==> src/rtl/keypad_number_entry_if.sv <==
// Key-event, display and result handshake bundle for keypad_number_entry.
// The slave modport is the controller's view of the bundle.
interface keypad_number_entry_if #(
  parameter int MAX_DIGITS = 4,
  parameter int WIDTH      = 16
);
  localparam int CW = $clog2(MAX_DIGITS + 1);

  logic                    key_valid;
  logic [3:0]              key_code;
  logic                    result_ack;
  logic [4*MAX_DIGITS-1:0] digits;
  logic [CW-1:0]           digit_count;
  logic                    negative;
  logic                    busy;
  logic [WIDTH-1:0]        result;
  logic                    result_valid;
  logic                    overflow;
  logic                    key_reject;

  modport master (
    output key_valid, key_code, result_ack,
    input  digits, digit_count, negative, busy, result, result_valid, overflow, key_reject
  );

  modport slave (
    input  key_valid, key_code, result_ack,
    output digits, digit_count, negative, busy, result, result_valid, overflow, key_reject
  );
endinterface

==> src/rtl/keypad_number_entry.sv <==
// Keypad number-entry controller: builds a signed BCD operand from key events,
// converts it to saturated two's complement and holds it under valid/ack.
//
// state     | meaning
// S_EMPTY   | no digits stored; sign, enter and clear still act
// S_ENTRY   | 1..MAX_DIGITS digits stored
// S_CONVERT | BCD to binary, one digit per cycle, most significant first
// S_HOLD    | result_valid high until result_ack
module keypad_number_entry #(
  parameter int MAX_DIGITS     = 4,
  parameter int WIDTH          = 16,
  parameter bit ALLOW_NEGATIVE = 1'b1
) (
  input logic                  clk,
  input logic                  reset,
  keypad_number_entry_if.slave bus
);
  localparam int CW = $clog2(MAX_DIGITS + 1);
  localparam int DW = 4 * MAX_DIGITS;
  localparam int AW = $clog2(10 ** MAX_DIGITS);
  localparam int XW = ((AW > WIDTH) ? AW : WIDTH) + 1;
  localparam logic [XW-1:0] NEG_LIM = XW'(1) << (WIDTH - 1);
  localparam logic [XW-1:0] POS_LIM = NEG_LIM - XW'(1);

  typedef enum logic [1:0] {S_EMPTY, S_ENTRY, S_CONVERT, S_HOLD} state_t;

  state_t           state_q, state_d;
  logic [DW-1:0]    digits_q, digits_d;
  logic [CW-1:0]    count_q, count_d;
  logic             neg_q, neg_d;
  logic [AW-1:0]    acc_q, acc_d;
  logic [CW-1:0]    idx_q, idx_d;
  logic [WIDTH-1:0] result_q, result_d;
  logic             ovf_q, ovf_d;
  logic             rej_q, rej_d;
  logic             busy_q, busy_d;
  logic             valid_q, valid_d;
  logic [3:0]       digit_sel;
  logic [XW-1:0]    acc_next;

  always_comb begin
    state_d   = state_q;
    digits_d  = digits_q;
    count_d   = count_q;
    neg_d     = neg_q;
    acc_d     = acc_q;
    idx_d     = idx_q;
    result_d  = result_q;
    ovf_d     = ovf_q;
    rej_d     = 1'b0;
    digit_sel = 4'(digits_q >> {idx_q, 2'b00});
    acc_next  = XW'(acc_q) * XW'(10) + XW'(digit_sel);

    case (state_q)
      S_EMPTY, S_ENTRY: begin
        if (bus.key_valid) begin
          if (bus.key_code <= 4'd9) begin
            // a leading zero is silently dropped, not rejected
            if (!(count_q == '0 && bus.key_code == 4'd0)) begin
              if (count_q == CW'(MAX_DIGITS)) begin
                rej_d = 1'b1;
              end else begin
                digits_d = (digits_q << 4) | DW'(bus.key_code);
                count_d  = count_q + CW'(1);
                state_d  = S_ENTRY;
              end
            end
          end else begin
            case (bus.key_code)
              4'hA: begin
                if (count_q == '0) begin
                  rej_d = 1'b1;
                end else begin
                  digits_d = digits_q >> 4;
                  count_d  = count_q - CW'(1);
                  if (count_q == CW'(1)) state_d = S_EMPTY;
                end
              end
              4'hB: begin
                digits_d = '0;
                count_d  = '0;
                neg_d    = 1'b0;
                state_d  = S_EMPTY;
              end
              4'hC: begin
                if (ALLOW_NEGATIVE) neg_d = ~neg_q;
                else                rej_d = 1'b1;
              end
              4'hD: begin
                acc_d   = '0;
                idx_d   = CW'(MAX_DIGITS - 1);
                state_d = S_CONVERT;
              end
              default: rej_d = 1'b1;
            endcase
          end
        end
      end
      S_CONVERT: begin
        rej_d = bus.key_valid;
        acc_d = AW'(acc_next);
        if (idx_q == '0) begin
          state_d = S_HOLD;
          if (!neg_q && acc_next > POS_LIM) begin
            result_d = WIDTH'(POS_LIM);
            ovf_d    = 1'b1;
          end else if (neg_q && acc_next > NEG_LIM) begin
            result_d = WIDTH'(NEG_LIM);
            ovf_d    = 1'b1;
          end else begin
            result_d = neg_q ? WIDTH'(-acc_next) : WIDTH'(acc_next);
            ovf_d    = 1'b0;
          end
        end else begin
          idx_d = idx_q - CW'(1);
        end
      end
      S_HOLD: begin
        rej_d = bus.key_valid;
        if (bus.result_ack) begin
          digits_d = '0;
          count_d  = '0;
          neg_d    = 1'b0;
          ovf_d    = 1'b0;
          state_d  = S_EMPTY;
        end
      end
      default: state_d = S_EMPTY;
    endcase

    busy_d  = (state_d == S_CONVERT);
    valid_d = (state_d == S_HOLD);
  end

  always_ff @(posedge clk) begin
    if (reset) begin
      state_q  <= S_EMPTY;
      digits_q <= '0;
      count_q  <= '0;
      neg_q    <= 1'b0;
      acc_q    <= '0;
      idx_q    <= '0;
      result_q <= '0;
      ovf_q    <= 1'b0;
      rej_q    <= 1'b0;
      busy_q   <= 1'b0;
      valid_q  <= 1'b0;
    end else begin
      state_q  <= state_d;
      digits_q <= digits_d;
      count_q  <= count_d;
      neg_q    <= neg_d;
      acc_q    <= acc_d;
      idx_q    <= idx_d;
      result_q <= result_d;
      ovf_q    <= ovf_d;
      rej_q    <= rej_d;
      busy_q   <= busy_d;
      valid_q  <= valid_d;
    end
  end

  assign bus.digits       = digits_q;
  assign bus.digit_count  = count_q;
  assign bus.negative     = neg_q;
  assign bus.busy         = busy_q;
  assign bus.result       = result_q;
  assign bus.result_valid = valid_q;
  assign bus.overflow     = ovf_q;
  assign bus.key_reject   = rej_q;
endmodule

==> src/flat_wrapper.sv <==
// flat-port wrapper written by rule: the top's interface ports become plain ports
module keypad_number_entry_flat 
#(
  parameter int MAX_DIGITS     = 4,
  parameter int WIDTH          = 16,
  parameter bit ALLOW_NEGATIVE = 1'b1
)
  (clk, reset, bus_key_valid, bus_key_code, bus_result_ack, bus_digits, bus_digit_count, bus_negative, bus_busy, bus_result, bus_result_valid, bus_overflow, bus_key_reject);
  keypad_number_entry_if #(.MAX_DIGITS(MAX_DIGITS), .WIDTH(WIDTH)) bus_i ();
  input logic clk;
  input logic reset;
  input wire logic [$bits(bus_i.key_valid)-1:0] bus_key_valid;
  input wire logic [$bits(bus_i.key_code)-1:0] bus_key_code;
  input wire logic [$bits(bus_i.result_ack)-1:0] bus_result_ack;
  output wire logic [$bits(bus_i.digits)-1:0] bus_digits;
  output wire logic [$bits(bus_i.digit_count)-1:0] bus_digit_count;
  output wire logic [$bits(bus_i.negative)-1:0] bus_negative;
  output wire logic [$bits(bus_i.busy)-1:0] bus_busy;
  output wire logic [$bits(bus_i.result)-1:0] bus_result;
  output wire logic [$bits(bus_i.result_valid)-1:0] bus_result_valid;
  output wire logic [$bits(bus_i.overflow)-1:0] bus_overflow;
  output wire logic [$bits(bus_i.key_reject)-1:0] bus_key_reject;
  assign bus_i.key_valid = bus_key_valid;
  assign bus_i.key_code = bus_key_code;
  assign bus_i.result_ack = bus_result_ack;
  assign bus_digits = bus_i.digits;
  assign bus_digit_count = bus_i.digit_count;
  assign bus_negative = bus_i.negative;
  assign bus_busy = bus_i.busy;
  assign bus_result = bus_i.result;
  assign bus_result_valid = bus_i.result_valid;
  assign bus_overflow = bus_i.overflow;
  assign bus_key_reject = bus_i.key_reject;
  keypad_number_entry #(.MAX_DIGITS(MAX_DIGITS), .WIDTH(WIDTH), .ALLOW_NEGATIVE(ALLOW_NEGATIVE)) u_core (.clk(clk), .reset(reset), .bus(bus_i));
endmodule
==> config.mk <==
export PLATFORM = sky130hd
export DESIGN_NAME = keypad_number_entry_flat
export DESIGN_NICKNAME = d
export VERILOG_FILES = /design/src/rtl/keypad_number_entry_if.sv /design/src/rtl/keypad_number_entry.sv /design/src/flat_wrapper.sv
export SDC_FILE = /design/constraint.sdc
export NUM_CORES = 1
export LEC_CHECK = 0
export BUFFER_PORTS_ARGS = -buffer_cell sky130_fd_sc_hd__clkbuf_2
export CAP_MARGIN = 20
export CELL_PAD_IN_SITES_DETAIL_PLACEMENT = 0
export CELL_PAD_IN_SITES_GLOBAL_PLACEMENT = 2
export CORE_AREA = 5 5 114 116
export DETAILED_ROUTE_END_ITERATION = 6
export DIE_AREA = 0 0 119 121
export GPL_ROUTABILITY_DRIVEN = 0
export PLACE_DENSITY_LB_ADDON = 0.08
export RECOVER_POWER = 50
export SYNTH_ARGS = -nofsm -noshare
export SYNTH_HDL_FRONTEND = slang
export SYNTH_SLANG_ARGS = --single-unit
==> constraint.sdc <==
create_clock -name clk -period 8.59 [get_ports clk]
set_input_delay 1.2885 -clock clk [delete_from_list [all_inputs] [get_ports clk]]
set_output_delay 1.2885 -clock clk [all_outputs]
set_load 0.02 [all_outputs]
---- Word-level counts from Yosys, hierarchy flattened ----
Index checks and enable logic that the tools add are counted.
storage, ports and cells
  input bits .............................. 8
  output and inout port bits .............. 40
  word-level logic and storage cells ...... 119
  register bits after elaboration ......... 59
cells by class
  mux-type cells .......................... 54
  shift operators ......................... 1
  eq/ne operators ......................... 22
  reduce and logical (&&, ||, !) cells .... 20
  $mul .................................... 1
  $add $sub $neg .......................... 5
  $lt $le $gt $ge ......................... 3
  bitwise gates (word level) .............. 2
operators by type and width
  kind                     count
  $mux W16                 9
  $pmux W16 S2             2
  $mux W14                 3
  $mux W3                  10
  $pmux W14 S2             1
  $pmux W3 S2              3
  $add A17 B4 Y17          1
  $gt A17 B15 Y1 const B   1
  $gt A17 B16 Y1 const B   1
  $eq A4 B4 Y1 const B     4
  $mul A14 B3 Y16 const B  1
  $mux W2                  8
  $neg A16 Y16             1
  $or A16 B4 Y16           1
  $shr A16 B5 Y4           1
  $pmux W2 S3              2
  $mux W1                  11
  $ne A2 B2 Y1 const B     5
  $pmux W1 S2              5
  $reduce_and A5 Y1        2
  $ne A3 B3 Y1 const B     3
  $eq A2 B2 Y1 const B     4
  $ne A4 B3 Y1 const B     2
  $reduce_and A7 Y1        1
  19 further kinds         26

---- Depth between registers and ports, before layout ----
Gate-level depths: netlist (run 1).
  word-level depth ........................ 8
  depth in mapped cells ................... 15

---- Least setup slack after synthesis (run 1) ----
Ideal clock, no wire load.
  path type ............................... reg-to-reg
  start ................................... register u_core.acc_q[1]
  end ..................................... register u_core.result_q[11], in the netlist u_core.bus.result[11]
  arrival time ............................ 4.002 ns
  setup time .............................. 0.132 ns
  path buffers ............................ 2
  data required time ...................... 8.458 ns
  clock period less this slack ............ 4.134 ns
  cell stages (with the launch flop) ...... 16
  setup slack ............................. 4.456 ns
  cells stage by stage .................... dfxtp_1 > ha_1 > ha_1 > inv_1 > fa_1 > nand2b_1 > nor4_1 > and3_1 > buf_2 > or4b_1 > or3_1 > or4_1 > o211ai_1 > o211a_2 > buf_4 > o32ai_1
between the ends
  word-level cells in the longest chain between the ends .. 6
  elaborated cells between the ends (all ways) .. 10
  those cells by class .................... add/sub (2); mul (1); order compare (2); mux (3); reduce/logical (2)
RTL lines
  element                                          RTL line                                                text
  start: declaration                               keypad_number_entry.sv:31                               logic [AW-1:0] acc_q, acc_d;
  start signal: assignment                         keypad_number_entry.sv:141                              acc_q <= '0;
  start signal: assignment                         keypad_number_entry.sv:153                              acc_q <= acc_d;
  $mul A14 B3 Y16 (*)                              keypad_number_entry.sv:52                               acc_next = XW'(acc_q) * XW'(10) + XW'(digit_sel);
  $add A17 B4 Y17 (*)                              keypad_number_entry.sv:52
  $neg A16 Y16 or $gt A17 B16 Y1 (tied branches)   keypad_number_entry.sv:111, keypad_number_entry.sv:107
  $mux W16 or $logic_and A1 B1 Y1 (tied branches)  keypad_number_entry.sv:111, keypad_number_entry.sv:107
  $mux W16                                         keypad_number_entry.sv:107                              end else if (neg_q && acc_next > NEG_LIM) begin
  $mux W16 (*)                                     keypad_number_entry.sv:104                              if (!neg_q && acc_next > POS_LIM) begin
  end signal: assignment                           keypad_number_entry.sv:155                              result_q <= result_d;
  end: declaration                                 keypad_number_entry.sv:33                               logic [WIDTH-1:0] result_q, result_d;
Every way passes the cells marked *; elsewhere a longest branch is shown, timed or not.
A chain may end at the register's enable or synchronous reset.

---- Worst setup path in the final report (run 1) ----
  start ................................... register u_core.idx_q[0]
  end ..................................... register u_core.result_q[9], in the netlist u_core.bus.result[9]
between the ends
  word-level cells in the longest chain between the ends .. 6
  elaborated cells between the ends (all ways) .. 12
  those cells by class .................... add/sub (2); order compare (2); shift (1); mux (3); reduce/logical (4)
RTL lines
  element                                          RTL line                                                text
  start: declaration                               keypad_number_entry.sv:32                               logic [CW-1:0] idx_q, idx_d;
  start signal: assignment                         keypad_number_entry.sv:154                              idx_q <= idx_d;
  $shr A16 B5 Y4                                   keypad_number_entry.sv:51                               digit_sel = 4'(digits_q >> {idx_q, 2'b00});
  $add A17 B4 Y17                                  keypad_number_entry.sv:52
  $neg A16 Y16 or $gt A17 B16 Y1 (tied branches)   keypad_number_entry.sv:111, keypad_number_entry.sv:107
  $mux W16 or $logic_and A1 B1 Y1 (tied branches)  keypad_number_entry.sv:111, keypad_number_entry.sv:107
  $mux W16                                         keypad_number_entry.sv:107
  $mux W16                                         keypad_number_entry.sv:104
Several ways; a longest one is shown, not always the timed one.

==> impl_metrics.ini, run 1 <==
[routing]
vias = 4170
vias_per_cell = 5.68
drc = 0
wire_per_inst_um = 16.7
firstDrtPassIters = 4
drt-initial-drc-count = 203
routed_wl_mm = 12.3
ant_nets = 0

[global_routing]
first_global_vias = 4104
grt.total_usage_pct = 17.7
antenna_found_initial = 0
grt_pass1_wl_mm = 20.6
grt_max_degree = 72
grt-ovfl-total = 0

[pwr]
leakage_nw = 1.91
switchingPower_mw = 0.210
irDropWorstVdd_mv = 0.142
pwr-share-clk_pct = 45.1
p_per_area_nw_per_um2 = 151
pwr-share-seq_pct = 39.9
p_int_mw = 0.534
switching_share_pct = 28.2
p_comb_share_pct = 15.0

[sta]
hold_violations = 0
slew_headroom_pct = -110
fin_crit_ps = 4660
finClkSkew_ps = 5.41
fin_ws_ps = 3930
drv_slew = 72
fmax_mhz = 215
fin_tns_setup_ps = 0
setup_viol_count_final = 0
rsz0062_at_grt = no
timing.final.crit_share_pct = 54.2
worst_slew_pin_slew_ps = 3150

[die]
dieArea_um2 = 14400
io_pins = 48
die_w_um = 119
start_util_pct = 37.0
row_count = 40
dieHeight_um = 121
core_um2 = 11800

[clock_network]
clock_latency_ps = 340
cts.hold.buffers_added = 0
cts_setup_buffers = 0
cts_tree = built
cts_resized = 0
numCtsBuffers = 9
clk_pin_slew_ps = 50
clockRootBuffer = clkbuf_16
clkSinkCount = 59
max-clock-path-buffers = 2
h-tree-depth = 3

[yosys]
synth_cell_types = 70
syn_avg_cell_area_um2 = 7.98
synth_edf_count = 0
synthArstFlopShare_pct = 0
netlist_area_um2 = 4370
synth_flop_cell = dfxtp_1
ys_ff_latch = 59
synth_warnings = 0
synth_seq_area_share_pct = 27.0
syn_inst = 548
syn_nets = 593

[run_status]
status = finished, violations left
violations = capacitance limit, slew limit

[final_layout]
drive_above_1_share_pct = 6.98
fin_nets = 627
area_growth_pct = 12.6
fin_util_pct = 41.7
final_cell_area_um2 = 4920
antenna_cells = 0

[min_path]
hold_path.class = register to register

[worst_setup_path]
critPathCaptureType = register
cp_max_fo = 16
path_class = register to register
worst-endpoint-required_ps = 8680
startpoint_type = register
arrival_ps = 4750
r2r_slack_ps = 3930

[placement]
dpl_cell_area_um2 = 4700
place_ws_ps = 4040
dp_hpwl_mm = 9.07
port_buffers = 47

[run]
cap_violations = 1
[logic make-up (layout without fill, tap and decap cells)]
kind of cell | count (synthesis) | after routing | share of synthesized area [%]
AOI/OAI and AO/OA | 143 | 143 | 22.9
xor gates and xnor gates | 25 | 25 | 5.50
muxes | 7 | 7 | 3.01
buffers and inverters | 50 | 89 | 4.61
DFF | 59 | 59 | 27.0
and+or+nand+nor | 227 | 227 | 26.0
adders and majority gates | 37 | 37 | 10.9
[placed cells by master, fill, tap and decap left out, types with 9 or more instances in the layout]
master,synthesis,final
ha_1,35,35
xnor2_1,14,14
nand2_1,43,43
clkbuf_16,0,9
a21oi_1,40,40
nor3_1,25,25
nand2b_1,9,9
nor2_1,64,64
nor2b_1,9,9
xor2_1,9,9
dfxtp_1,59,59
o32ai_1,11,11
a221oi_1,9,9
nand3_1,26,26
or3_1,10,10
clkbuf_1,23,43
inv_1,22,22
or4_1,9,9
o21ai_0,14,14
[sequential cells by signal (all words and copies together) (netlist names), 2 cells and up]
name                    cells
u_core.state_q              2
u_core.idx_q                3
u_core.bus.digits          16
u_core.acc_q               14
u_core.bus.result          16
u_core.bus.digit_count      3
[cell type report]
cell class / count / area (um2)
fillers: 1266 / 6890
multi-input cells: 439 / 2990
flip-flops and latches: 59 / 1180
clock buffers: 14 / 264
repair buffers: 50 / 209
well taps: 147 / 184
inverters: 23 / 86.3
clock inverters: 2 / 10.0
[through the flow]
stage,cells,hold slack (ps),power (mW)
after floorplan,548,469,0.384
after CTS,734,481,0.759
after global routing,734,502,0.783
after detailed placement,718,473,0.418
final,734,476,0.744
after global placement,717,468,0.416
[worst max-delay path, stage by stage, from the launching register on]
cell and delay, ps:
dfxtp_1 490, mux4_1 580, nor2b_1 180, ha_1 290, a211oi_1 110, nor4_1 240, and3_1 290, or4b_1 520
or3_1 340, or4_1 460, o211ai_1 260, o211a_2 510, o32ai_1 140
[per-layer routing]
metal / wire length [um] / vias up / track usage (%) / part of all wire, %
met2: 6240 / 52 / 31.6 / 51
met3: 364 / 19 / 4.29 / 3.0
met1: 5420 / 1984 / 20.4 / 44
met4: 269 / 0 / 6.52 / 2.2
li1: - / 2115 / - / -
met5: 0 / - / 0 / 0
[synth_stat cells (4+ instances only)]
cell type / count / area share, %
xnor2_1: 14 / 2.8
a211oi_1: 5 / 0.86
inv_1: 22 / 1.9
and3_1: 6 / 0.86
xor2_1: 9 / 1.8
nand2b_1: 9 / 1.3
clkbuf_1: 23 / 2.0
nor2_1: 64 / 5.5
o21a_1: 8 / 1.4
nor3_1: 25 / 2.9
o211ai_1: 7 / 1.2
nor4_1: 4 / 0.57
dfxtp_1: 59 / 27
a21oi_1: 40 / 4.6
o32ai_1: 11 / 2.2
nand3_1: 26 / 3.0
or2_2: 6 / 0.86
o21ai_0: 14 / 1.6
a31oi_1: 7 / 1.0
a221oi_1: 9 / 1.8
nand2_1: 43 / 3.7
nor2b_1: 9 / 1.3
a21o_1: 4 / 0.69
a311oi_1: 4 / 0.80
or4_1: 9 / 1.5
ha_1: 35 / 10
or3_1: 10 / 1.4
nand4_1: 4 / 0.57
[worst paths after layout]
path,cells past startpoint,startpoint,to
setup / recovery,12,u_core.idx_q[0],u_core.bus.result[9]
hold / removal,2,u_core.bus.result[15],u_core.bus.result[15]
setup reg to reg,12,u_core.idx_q[0],u_core.bus.result[9]
hold reg to reg,2,u_core.bus.result[15],u_core.bus.result[15]
[power by group through the flow]
stage | combinational [mW] | clock (mW) | sequential [mW]
after floorplan | 0.0739 | 0 | 0.310
after global placement | 0.113 | 0 | 0.303
after detailed placement | 0.115 | 0 | 0.303
after CTS | 0.116 | 0.346 | 0.297
after global routing | 0.126 | 0.358 | 0.299
final | 0.112 | 0.335 | 0.297
No activity file was read; power rests on OpenSTA's default activity.
==> inputs of run 2 (changes only) <==
--- a/config.mk
+++ b/config.mk
@@ -9,9 +9,9 @@
 export CAP_MARGIN = 20
 export CELL_PAD_IN_SITES_DETAIL_PLACEMENT = 0
 export CELL_PAD_IN_SITES_GLOBAL_PLACEMENT = 2
-export CORE_AREA = 5 5 114 116
+export CORE_AREA = 5 5 118 120
 export DETAILED_ROUTE_END_ITERATION = 6
-export DIE_AREA = 0 0 119 121
+export DIE_AREA = 0 0 123 125
 export GPL_ROUTABILITY_DRIVEN = 0
 export PLACE_DENSITY_LB_ADDON = 0.08
 export RECOVER_POWER = 50
==> constraint.sdc (replaced) <==
create_clock -name clk -period 4.9 [get_ports clk]
set_input_delay 0.735 -clock clk [delete_from_list [all_inputs] [get_ports clk]]
set_output_delay 0.735 -clock clk [all_outputs]
set_load 0.02 [all_outputs]
==> run 2 against run 1 <==
The flow still finishes with violations (capacitance limit, slew limit). Cell area up 1.9%. Highest routed layer unchanged. Combinational power up 77%. Worst setup slack worse by 3500 ps. Non-clock buffer count up 4.
==> impl_metrics.ini, run 2 (synthesized netlist as in run 1, its figures left out) <==
[pwr]
power_mw = 1.39
leakage_nw = 1.93
irDropWorstVdd_mv = 0.167
p_per_area_nw_per_um2 = 277

[sta]
setup_viol_count_final = 0
hold_violations = 0
fin_ws_ps = 386
rsz0062_at_grt = no
fin_tns_setup_ps = 0
worst_slew_pin_slew_ps = 1530
finClkSkew_ps = 6.25
fin_hold_ws_ps = 480
slew_headroom_pct = -1.99
fmax_mhz = 222
drv_slew = 33
timing.final.crit_share_pct = 92.1
fin_crit_ps = 4510

[placement]
dp_hpwl_mm = 9.46
placed_cells = 750
dpl_cell_area_um2 = 4760
place_ws_ps = 358
port_buffers = 47

[clock_network]
cts_resized = 0
cts_tree = built
clockRootBuffer = clkbuf_16
numCtsBuffers = 9
max-clock-path-buffers = 2
clkSinkCount = 59
cts.hold.buffers_added = 0
cts_setup_buffers = 0
clk_pin_slew_ps = 50
h-tree-depth = 3
clock_latency_ps = 330

[die]
dieHeight_um = 125
row_count = 42
start_util_pct = 34.0
core_um2 = 12900
dieArea_um2 = 15400
io_pins = 48
die_w_um = 123

[routing]
drt-initial-drc-count = 184
routed_wl_mm = 12.6
vias_per_cell = 5.47
wire_per_inst_um = 16.5
drc = 0
vias = 4196
ant_nets = 0
firstDrtPassIters = 4

[worst_setup_path]
worst-r2r-cell-count = 12
path_class = register to register
cp_num_buf_inv = 0
arrival_ps = 4700
r2r_slack_ps = 390
cp_slowest_cell = mux4_1
cpPeakStageDelay_ps = 590
path_cells = mux4_1 > nor2b_1 > ha_1 > a211oi_1 > nor4_1 > and3_1 > or4b_1 > or3_1 > or4_1 > o211ai_1 > o211a_2 > o32ai_1
worstReg2RegStart = u_core.idx_q[0]
cp_max_fo = 16
worst-endpoint-required_ps = 5090
startpoint_type = register
critPathCaptureType = register
timing.rr.end = u_core.bus.result[1]
cpLargestDelayFamily = simple AND/OR/NAND/NOR gates

[global_routing]
met2_usage_pct = 30.0
first_global_vias = 4145
busiest_layer = met2
grt-ovfl-total = 0
met1_usage_pct = 20.9
antenna_found_initial = 0
met3_usage_pct = 3.43
grt_pass1_wl_mm = 21.1
grt_max_degree = 41
grt.total_usage_pct = 17.1

[final_layout]
layout_commonest_cell = nor2_1
final_cell_mix = nor2_1 (64), dfxtp_1 (59), clkbuf_1 (45)
drive_above_1_share_pct = 7.28
area_growth_pct = 14.7
antenna_cells = 0
stdcell_count = 767
final_cell_area_um2 = 5020
nFillCells = 1382
fin_nets = 631
fin_util_pct = 39.0

[min_path]
worstHoldStart = u_core.bus.result[15]
hold_depth = 2
hold_path.class = register to register
min_to = u_core.bus.result[15]

[run]
cap_violations = 1

[run_status]
violations = capacitance limit, slew limit
status = finished, violations left
run 2: how the worst max path moves through the flow:
stage	from	to	slack, ps	depth (start not counted)
after global routing	u_core.acc_q[1]	u_core.bus.result[8]	40	13
after global placement	u_core.idx_q[0]	u_core.bus.result[12]	430	12
after detailed placement	u_core.idx_q[0]	u_core.bus.result[8]	360	12
after floorplan	u_core.acc_q[1]	u_core.bus.result[11]	770	15
final	u_core.idx_q[0]	u_core.bus.result[1]	390	12
after CTS	u_core.idx_q[0]	u_core.bus.result[8]	350	12
run 2: cell type report:
cell class / count / area [um2] / area share, %
multi-input cells: 439 / 2990 / 59.6
flip-flops and latches: 59 / 1180 / 23.5
clock buffers: 11 / 233 / 4.64
repair buffers: 54 / 229 / 4.56
well taps: 176 / 220 / 4.39
inverters: 23 / 86.3 / 1.72
clock inverters: 5 / 77.6 / 1.55
run 2: power breakdown:
group / total, mW / switching (mW) / internal (mW)
Combinational: 0.198 / 0.129 / 0.0691
Clock: 0.674 / 0.230 / 0.443
Sequential: 0.520 / 0.0214 / 0.499
run 2: worst min-delay path, stage by stage (launching register included):
cell	delay [ps]
dfxtp_1	300
inv_1	50
o32ai_1	70
run 2: layer usage:
metal / routed length (um) / share of wire [%]
met5: 0 / 0
met4: 208 / 1.6
met3: 368 / 2.9
met2: 6490 / 51
met1: 5570 / 44
